==> src/rtl/pooling_stream_layer_if.sv <==
// Pixel-in / pooled-value-out stream bundle for pooling_stream_layer.
// master drives pixels and out_ready; slave is the pooling layer.
interface pooling_stream_layer_if #(
  parameter int DATA_W = 8,
  parameter int OUT_W  = 16
);
  logic                     in_valid;
  logic                     in_ready;
  logic signed [DATA_W-1:0] in_data;
  logic                     out_valid;
  logic                     out_ready;
  logic signed [OUT_W-1:0]  out_data;

  modport master (
    output in_valid, in_data, out_ready,
    input  in_ready, out_valid, out_data
  );

  modport slave (
    input  in_valid, in_data, out_ready,
    output in_ready, out_valid, out_data
  );
endinterface

==> src/rtl/pooling_stream_layer.sv <==
// Streaming POOLxPOOL average (or max, with POOL_MAX_EN defined) pooling over a
// raster pixel stream, using a one-row line buffer of per-window accumulators.
module pooling_stream_layer #(
  parameter int DATA_W = 8,
  parameter int OUT_W  = 16,
  parameter int IMG_W  = 28,
  parameter int IMG_H  = 28,
  parameter int POOL   = 2
) (
  input  logic                   i_clk,
  input  logic                   i_reset,
  input  logic                   i_enable,
  input  logic                   i_mode,
  pooling_stream_layer_if.slave  s_if,
  output logic                   o_frame_done
);

  localparam int LOG2  = (POOL == 4) ? 2 : 1;
  localparam int SHIFT = 2 * LOG2;
  localparam int ACC_W = DATA_W + SHIFT;
  localparam int NWIN  = IMG_W / POOL;
  localparam int CW    = $clog2(IMG_W);
  localparam int RW    = $clog2(IMG_H);
  localparam int IW    = CW - LOG2;

  if (POOL != 2 && POOL != 4) begin : g_bad_pool
    $error("pooling_stream_layer: POOL must be 2 or 4");
  end
  if ((IMG_W % POOL) != 0 || (IMG_H % POOL) != 0) begin : g_bad_img
    $error("pooling_stream_layer: IMG_W and IMG_H must be multiples of POOL");
  end
  if (OUT_W < DATA_W) begin : g_bad_out
    $error("pooling_stream_layer: OUT_W must be >= DATA_W");
  end

  typedef enum logic [1:0] {IDLE, RUN, FLUSH} state_t;

  state_t                   r_state;
  state_t                   w_state_nxt;
  logic [CW-1:0]            r_col;
  logic [RW-1:0]            r_row;
  logic signed [ACC_W-1:0]  r_lbuf [NWIN];
  logic                     r_out_valid;
  logic signed [OUT_W-1:0]  r_out_data;

  logic                     w_in_ready;
  logic                     w_accept;
  logic                     w_take;
  logic                     w_col_end;
  logic                     w_row_end;
  logic                     w_frame_end;
  logic                     w_first;
  logic                     w_last;
  logic [IW-1:0]            w_idx;
  logic signed [ACC_W-1:0]  w_entry;
  logic signed [ACC_W-1:0]  w_px;
  logic signed [ACC_W-1:0]  w_upd;
  logic signed [ACC_W-1:0]  w_res;

  assign w_accept    = s_if.in_valid && w_in_ready;
  assign w_take      = r_out_valid && s_if.out_ready;
  assign w_col_end   = (r_col == CW'(IMG_W - 1));
  assign w_row_end   = (r_row == RW'(IMG_H - 1));
  assign w_frame_end = w_col_end && w_row_end;
  assign w_first     = (r_col[LOG2-1:0] == '0) && (r_row[LOG2-1:0] == '0);
  assign w_last      = (&r_col[LOG2-1:0]) && (&r_row[LOG2-1:0]);
  assign w_idx       = r_col[CW-1:LOG2];
  assign w_entry     = r_lbuf[w_idx];
  assign w_px        = ACC_W'(s_if.in_data);

`ifdef POOL_MAX_EN
  logic r_mode;
  logic w_max;

  // The first pixel of a frame uses the live mode; the rest use the latched copy.
  assign w_max = (r_state == IDLE) ? i_mode : r_mode;

  always_ff @(posedge i_clk) begin
    if (i_reset) begin
      r_mode <= 1'b0;
    end else if (w_accept && r_state == IDLE) begin
      r_mode <= i_mode;
    end
  end

  always_comb begin
    w_upd = w_px;
    if (!w_first) begin
      if (w_max) begin
        w_upd = (w_px > w_entry) ? w_px : w_entry;
      end else begin
        w_upd = w_entry + w_px;
      end
    end
  end

  assign w_res = w_max ? w_upd : (w_upd >>> SHIFT);
`else
  logic w_unused_mode;
  assign w_unused_mode = i_mode;

  always_comb begin
    w_upd = w_px;
    if (!w_first) begin
      w_upd = w_entry + w_px;
    end
  end

  assign w_res = w_upd >>> SHIFT;
`endif

  always_ff @(posedge i_clk) begin
    if (w_accept) begin
      r_lbuf[w_idx] <= w_upd;
    end
  end

  always_ff @(posedge i_clk) begin
    if (i_reset) begin
      r_col <= '0;
      r_row <= '0;
    end else if (w_accept) begin
      if (w_col_end) begin
        r_col <= '0;
        r_row <= w_row_end ? '0 : r_row + 1'b1;
      end else begin
        r_col <= r_col + 1'b1;
      end
    end
  end

  // A load and a take can coincide; the load wins and keeps out_valid high.
  always_ff @(posedge i_clk) begin
    if (i_reset) begin
      r_out_valid <= 1'b0;
      r_out_data  <= '0;
    end else if (w_accept && w_last) begin
      r_out_valid <= 1'b1;
      r_out_data  <= OUT_W'(w_res);
    end else if (w_take) begin
      r_out_valid <= 1'b0;
    end
  end

  always_ff @(posedge i_clk) begin
    if (i_reset) begin
      r_state <= IDLE;
    end else begin
      r_state <= w_state_nxt;
    end
  end

  always_comb begin
    w_state_nxt = r_state;
    unique case (r_state)
      IDLE:    if (w_accept) w_state_nxt = w_frame_end ? FLUSH : RUN;
      RUN:     if (w_accept && w_frame_end) w_state_nxt = FLUSH;
      FLUSH:   if (w_take) w_state_nxt = IDLE;
      default: w_state_nxt = IDLE;
    endcase
  end

  always_comb begin
    w_in_ready   = i_enable && !i_reset && !(r_out_valid && !s_if.out_ready)
                   && (r_state != FLUSH);
    o_frame_done = !i_reset && (r_state == FLUSH) && w_take;
  end

  assign s_if.in_ready  = w_in_ready;
  assign s_if.out_valid = r_out_valid;
  assign s_if.out_data  = r_out_data;

endmodule
==> src/flat_wrapper.sv <==
// flat-port wrapper written by rule: the top's interface ports become plain ports
module pooling_stream_layer_flat 
#(
  parameter int DATA_W = 8,
  parameter int OUT_W  = 16,
  parameter int IMG_W  = 28,
  parameter int IMG_H  = 28,
  parameter int POOL   = 2
)
  (i_clk, i_reset, i_enable, i_mode, o_frame_done, s_if_in_valid, s_if_in_data, s_if_out_ready, s_if_in_ready, s_if_out_valid, s_if_out_data);
  pooling_stream_layer_if #(.DATA_W(DATA_W), .OUT_W(OUT_W)) s_if_i ();
  input  logic i_clk;
  input  logic i_reset;
  input  logic i_enable;
  input  logic i_mode;
  output logic o_frame_done;
  input wire logic [$bits(s_if_i.in_valid)-1:0] s_if_in_valid;
  input wire logic [$bits(s_if_i.in_data)-1:0] s_if_in_data;
  input wire logic [$bits(s_if_i.out_ready)-1:0] s_if_out_ready;
  output wire logic [$bits(s_if_i.in_ready)-1:0] s_if_in_ready;
  output wire logic [$bits(s_if_i.out_valid)-1:0] s_if_out_valid;
  output wire logic [$bits(s_if_i.out_data)-1:0] s_if_out_data;
  assign s_if_i.in_valid = s_if_in_valid;
  assign s_if_i.in_data = s_if_in_data;
  assign s_if_i.out_ready = s_if_out_ready;
  assign s_if_in_ready = s_if_i.in_ready;
  assign s_if_out_valid = s_if_i.out_valid;
  assign s_if_out_data = s_if_i.out_data;
  pooling_stream_layer #(.DATA_W(DATA_W), .OUT_W(OUT_W), .IMG_W(IMG_W), .IMG_H(IMG_H), .POOL(POOL)) u_core (.i_clk(i_clk), .i_reset(i_reset), .i_enable(i_enable), .i_mode(i_mode), .s_if(s_if_i), .o_frame_done(o_frame_done));
endmodule
==> config.mk <==
export PLATFORM = sky130hd
export DESIGN_NAME = pooling_stream_layer_flat
export DESIGN_NICKNAME = d
export VERILOG_FILES = /design/src/rtl/pooling_stream_layer_if.sv /design/src/rtl/pooling_stream_layer.sv /design/src/flat_wrapper.sv
export SDC_FILE = /design/constraint.sdc
export NUM_CORES = 1
export LEC_CHECK = 0
export CAP_MARGIN = 10
export CORE_MARGIN = 3
export CORE_UTILIZATION = 25
export CTS_BUF_LIST = sky130_fd_sc_hd__clkbuf_8
export CTS_CLUSTER_DIAMETER = 60
export DETAILED_ROUTE_END_ITERATION = 8
export PLACE_DENSITY_LB_ADDON = 0.3
export SLEW_MARGIN = 0
export SYNTH_ARGS = -nofsm -noshare
export SYNTH_HDL_FRONTEND = slang
export SYNTH_SLANG_ARGS = --single-unit
==> constraint.sdc <==
create_clock -name i_clk -period 4.3 [get_ports i_clk]
set_input_delay 1.075 -clock i_clk [delete_from_list [all_inputs] [get_ports i_clk]]
set_output_delay 1.075 -clock i_clk [all_outputs]
set_load 0.1 [all_outputs]
==> flow_summary.toml, run 1 <==
[routing]
drc_errors = 0
wl_per_cell_um = 18.7
routed_via_density = 4.62
wl_um = 15200
vias = 3768
dr.pass1.iters = 4
ant_nets = 0
first_iter_violations = 298

[timing]
finalSetupViolations = 0
hold_ws_ps = 458
tightest_slew_ps = 983
hold_viol = 0
drv_slew = 0
fmax_mhz = 248
grt_setup_unrepaired = "no"
slew_headroom = 0.343
fin_crit_sh = 0.936
tns_ps = 0
min_period_ps = 4030
finClkSkew_ps = 9.98

[placed_design]
port_buffers = 31
place_congestion = 0.798
place_hpwl_um = 10100
dpl.cell_count = 784

[setup_path]
timing.rr.end = "u_core.r_lbuf[0][8]"
path_max_fanout = 14
slowest_delay_ps = 550
arrival_ps = 4190
path_class = "reg -> reg"
worstPathCellList = "mux4_2 > mux4_2 > ha_1 > fa_1 > a21o_1 > a21oi_1 > o211ai_1 > o31ai_1 > xor2_1 > a21oi_2"
cp-end-kind = "flip-flop"
cp_top_family = "compound AO/OA/AOI/OAI gates"
start_kind = "flip-flop"
crit_required_ps = 4460
worstRegToRegCells = 10
crit_buf_inv = 0
critPathSlowestCell = "mux4_2"
cpMostUsedCell = "mux4_2"
reg2reg_setup_slack_ps = 270

[global_routing]
grt.total_usage = 0.108
grt-ovfl-total = 0
grt_pass1_wl_um = 23300
grt_max_degree = 20
antenna_found_initial = 0
grt_pass1_vias = 3875

[clock_tree]
numCtsBuffers = 17
clkLatencyLatePin_ps = 450
htree_num_levels = 4
cts.clk_slew.worst_paths_ps = 90
cts_sinks = 165
cts_buffer_depth = 2
post_cts_buffers = 0
cts_tree = "built"
root_buffer = "clkbuf_8"

[run]
drv.max_cap_violation_count = 0

[yosys]
synth.area.top_cells = "edfxtp_1, mux4_2, dfxtp_1"
synth_area_um2 = 6910
ys_async_sr_fraction = 0
synth_top_flop_cell = "edfxtp_1"
muxShareOfSynthArea = 0.163
synth_top_family_by_area = "multiplexers"
synth-compound-area-share = 0.0393
synth_edf_count = 140
avgSynthCellArea_um2 = 17.1
yosysSeqAreaShare = 0.681
synth_nets = 429
postSynthCellCount = 403
synth_area_leader_cell = "edfxtp_1"
yosysUniqueCellTypes = 43
ys.warnings.count = 0
synth-xor-area-share = 0.0127
synth_top_area_frac = 0.608
synthAdderAreaFrac = 0.0228
synth-seq-cells = 165
yosys.area_share.simple = 0.0581

[layout]
area_delta_synth_final_pct = 18.5
fin_cells = 816
final_util = 0.303
drive_gt1_frac = 0.274
n_antenna_cell = 0
n_fill_cell = 2630
nets = 488

[floorplanning]
rows = 60
die_width_um = 172
io-pin-count = 33
die-area_um2 = 29700
fp.dieH_um = 172
start_util = 0.256
core_um2 = 27000

[run_status]
run_status = "complete, no violations"

[power_and_ir_drop]
p_leak_nw = 2.59
irDropWorstVdd_mv = 0.160
powerDensity_nw_per_um2 = 358

[worst_hold_path]
hold_end = "u_core.s_if.out_data[0]"
hold_class = "reg -> reg"
worstHoldStart = "u_core.s_if.out_data[0]"
min_path_cells = 2
synth_stat cells, drive strengths merged (5+ instances only):
| cell | n |
|---|---|
| a21o | 6 |
| o21ai | 7 |
| nand2 | 21 |
| clkbuf | 17 |
| nand2b | 6 |
| edfxtp | 140 |
| nor2 | 17 |
| mux2 | 14 |
| dfxtp | 25 |
| nor3 | 12 |
| buf | 12 |
| xor2 | 5 |
| ha | 11 |
| mux2i | 8 |
| nand3 | 9 |
| mux4 | 39 |
| a21oi | 14 |
| xnor2 | 5 |
cell usage in the layout (no fill, tap or decap), drive strengths merged, types with 2 or more instances in the layout:
cell	n
a211o	2
a21o	6
a21oi	14
a311oi	2
a31oi	2
and3	2
buf	40
clkbuf	17
clkdlybuf4s50	29
clkinv	6
dfxtp	25
edfxtp	140
ha	11
inv	12
mux2	14
mux2i	8
mux4	39
nand2	21
nand2b	6
nand3	9
nand4	4
nor2	17
nor2b	2
nor3	12
nor4	2
o21ai	7
o31ai	2
or3	2
xnor2	5
xor2	5
routing by layer:
metal  up-vias  wire (µm)  GRT usage
met3        17        845     0.0283
met2        96       7550      0.182
met4         0        162     0.0305
met1      1941       6680      0.139
li1       1714          -          -
met5         -          0          0
worst min-delay path, delay by kind of cell, from the launching register on:
| kind | cells | cell delay, ps |
|---|---|---|
| compound gates | 1 | 50 |
| flops | 1 | 320 |
| simple gates | 1 | 50 |
through the flow:
step                setup WS, ps  cell area, µm²  total power, mW
CTS                         53.0            8190             2.98
detailed placement          -163            7830             1.96
global route                15.9            8190             3.06
global placement            -117            7830             1.95
floorplan                    116            6910             1.89
finish                       273            8190             2.94
report_power, final:
group / internal [mW] / switching, mW
sequential: 1.75 / 0.00325
clock: 0.415 / 0.602
combinational: 0.0663 / 0.0956
total: 2.23 / 0.701
repair_timing:
action | CTS | global route
hold buffers | 0 | 0
resized for setup | 1 | 0
setup endpoints to repair | 14 | 0
final cells by class:
class	instances	area, µm²	area share
Clock buffer	17	234	0.0286
Clock inverter	15	120	0.0147
Inverter	4	15.0	0.00183
Multi-Input combinational cell	205	2060	0.252
Sequential cell	165	4710	0.575
Tap cell	341	427	0.0521
Timing Repair Buffer	69	628	0.0767
registers in the layout, indices dropped and copies added, names as in the netlist, named ones only:
name and flops:
u_core.r_col 5, u_core.r_lbuf 140, u_core.r_row 5, u_core.r_state 2, u_core.s_if.out_data 8, u_core.s_if.out_valid 1
how the worst max path moves through the flow:
stage          startpoint                    to  slack [ps]  cells past startpoint
2_1_floorplan   flip-flop   u_core.r_lbuf[0][8]         120                     12
3_3_place_gp    flip-flop  u_core.r_lbuf[10][8]        -120                     10
3_5_place_dp    flip-flop   u_core.r_lbuf[8][8]        -160                     10
4_1_cts         flip-flop   u_core.r_lbuf[6][5]          50                     10
5_1_grt         flip-flop  u_core.r_lbuf[12][8]          20                     10
6_report        flip-flop   u_core.r_lbuf[0][8]         270                     10
kinds of logic (layout without fill, tap and decap cells):
| kind of cell | Yosys count | count (layout) |
|---|---|---|
| simple gates | 81 | 81 |
| fa+ha+maj | 12 | 12 |
| mux | 61 | 61 |
| compound gates | 41 | 41 |
| xor+xnor | 10 | 10 |
| flops | 165 | 165 |
| buf+inv | 33 | 105 |
Power figures use the tool's default switching activity.
==> run 2: changes to the inputs <==
==> constraint.sdc (replaced) <==
create_clock -name i_clk -period 3.9 [get_ports i_clk]
set_input_delay 0.975 -clock i_clk [delete_from_list [all_inputs] [get_ports i_clk]]
set_output_delay 0.975 -clock i_clk [all_outputs]
set_load 0.1 [all_outputs]
==> flow_summary.toml, run 2 (synthesis results as in run 1) <==
[power_and_ir_drop]
p_switching_uw = 740
powerDensity_nw_per_um2 = 415
swShare = 0.211
seq_power_share = 0.551
power.total_mw = 3.51
pwr-share-clk = 0.391
p_leak_nw = 2.70
intPower_mw = 2.77
irDropWorstVdd_mv = 0.221
comb_power_share = 0.058

[floorplanning]
rows = 60
die_width_um = 172
io-pin-count = 33
die-area_um2 = 29700
fp.dieH_um = 172
core_um2 = 27000
start_util = 0.256

[timing]
hold_viol = 0
drv_slew = 0
fin_crit_sh = 0.949
finClkSkew_ps = 22.6
min_period_ps = 3700
tightest_slew_ps = 968
setup_ws_ps = 200
fmax_mhz = 270
grt_setup_unrepaired = "no"
slew_headroom = 0.353
tns_ps = 0
hold_ws_ps = 463
finalSetupViolations = 0

[setup_path]
path_class = "reg -> reg"
arrival_ps = 3900
cp-end-kind = "flip-flop"
crit_required_ps = 4100
path_max_fanout = 16
start_kind = "flip-flop"

[placed_design]
place_hpwl_um = 10500
port_buffers = 31
place_congestion = 0.821
pre_cts_slack_ps = -205

[clock_tree]
clkLatencyLatePin_ps = 460
htree_num_levels = 4
cts.clk_slew.worst_paths_ps = 90
cts_sinks = 165
cts_buffer_depth = 2
cts_tree = "built"
numCtsBuffers = 17
root_buffer = "clkbuf_8"

[layout]
largest_reg_flops = 140
n_fill_cell = 2652
final_common_cell = "edfxtp_1"
drive_gt1_frac = 0.315
area_delta_synth_final_pct = 22.4
mostFrequentLayoutCells = "edfxtp_1, buf_4, mux4_2, clkdlybuf4s50_1, dfxtp_1"
nets = 496
register_area_um2 = 4710
multi_input_area_um2 = 2130
regMostFlops = "u_core.r_lbuf"
n_antenna_cell = 0

[run]
drv.max_cap_violation_count = 0

[global_routing]
grt-ovfl-total = 0
grt_pass1_wl_um = 23300
grt.total_usage = 0.107
grt_max_degree = 20
antenna_found_initial = 1
grt_pass1_vias = 3954

[worst_hold_path]
hold_class = "reg -> reg"

[routing]
vias = 3835
drc_errors = 0
dr.pass1.iters = 4
wl_per_cell_um = 18.9
routed_via_density = 4.65
first_iter_violations = 252
wl_um = 15600
ant_nets = 0

[run_status]
run_status = "complete, no violations"
run 2: cell types whose count changed in the layout (fill, tap and decap cells not counted), moves of 3 or more:
cell / delta
buf_4: +4
bufinv_16: +4
clkbuf_8: +3
inv_6: -3
inv_8: -3
nor3_1: -5
nor3_2: +5
run 2: power by group through the flow:
stage / sequential, mW / clock [mW] / combinational, mW
after floorplan: 1.98 / 0 / 0.105
after global placement: 1.98 / 0 / 0.172
after detailed placement: 1.98 / 0 / 0.178
after CTS: 1.94 / 1.42 / 0.182
after global routing: 1.94 / 1.49 / 0.222
final: 1.94 / 1.37 / 0.203
run 2: what timing repair did:
| item | 4_1_cts | 5_1_grt |
|---|---|---|
| resized for setup | 6 | 20 |
| setup endpoints to repair | 57 | 59 |
| hold buffers | 0 | 0 |
| pin swaps | 1 | 3 |
| setup buffers | 0 | 4 |
| cloned | 0 | 2 |
run 2: cell type report:
class | instances | area share
flip-flops and latches | 165 | 0.557
multi-input cells | 205 | 0.252
repair buffers | 77 | 0.0852
well taps | 341 | 0.0505
clock buffers | 20 | 0.0326
clock inverters | 12 | 0.0207
inverters | 4 | 0.00178
run 2: path summary, 6_finish.rpt:
| kind | from | end | cells after the start | slack [ps] |
|---|---|---|---|---|
| min reg2reg | u_core.r_state[1] | u_core.r_state[0] | 1 | 460 |
| max | flip-flop | u_core.r_lbuf[4][9] | 11 | 200 |
| max reg2reg | flip-flop | u_core.r_lbuf[4][9] | 11 | 200 |
| min | u_core.r_state[1] | u_core.r_state[0] | 1 | 460 |
run 2: worst max-delay path: stages (launching register included):
cell	delay (ps)
dfxtp_4	430
buf_8	160
buf_12	180
mux4_2	530
mux4_2	540
ha_2	330
a21o_1	190
a31o_2	260
or3_4	340
nand3_1	130
xnor2_2	120
clkbuf_4	200
run 2: stage by stage:
step,cells,cell area (µm²),util
after floorplan,403,6920,-
after detailed placement,786,7860,0.291
final,824,8450,0.313
after global placement,786,7860,0.291
after CTS,818,8340,0.308
after global routing,824,8450,0.313
run 2: layer usage:
layer  wire length (µm)  part of all wire  vias up  track usage
met4                290             0.019        2       0.0312
met5                 13           0.00083        -            0
met3                896             0.057       32       0.0293
met2               7510              0.48       90        0.177
li1                   -                 -     1726            -
met1               6880              0.44     1985        0.140
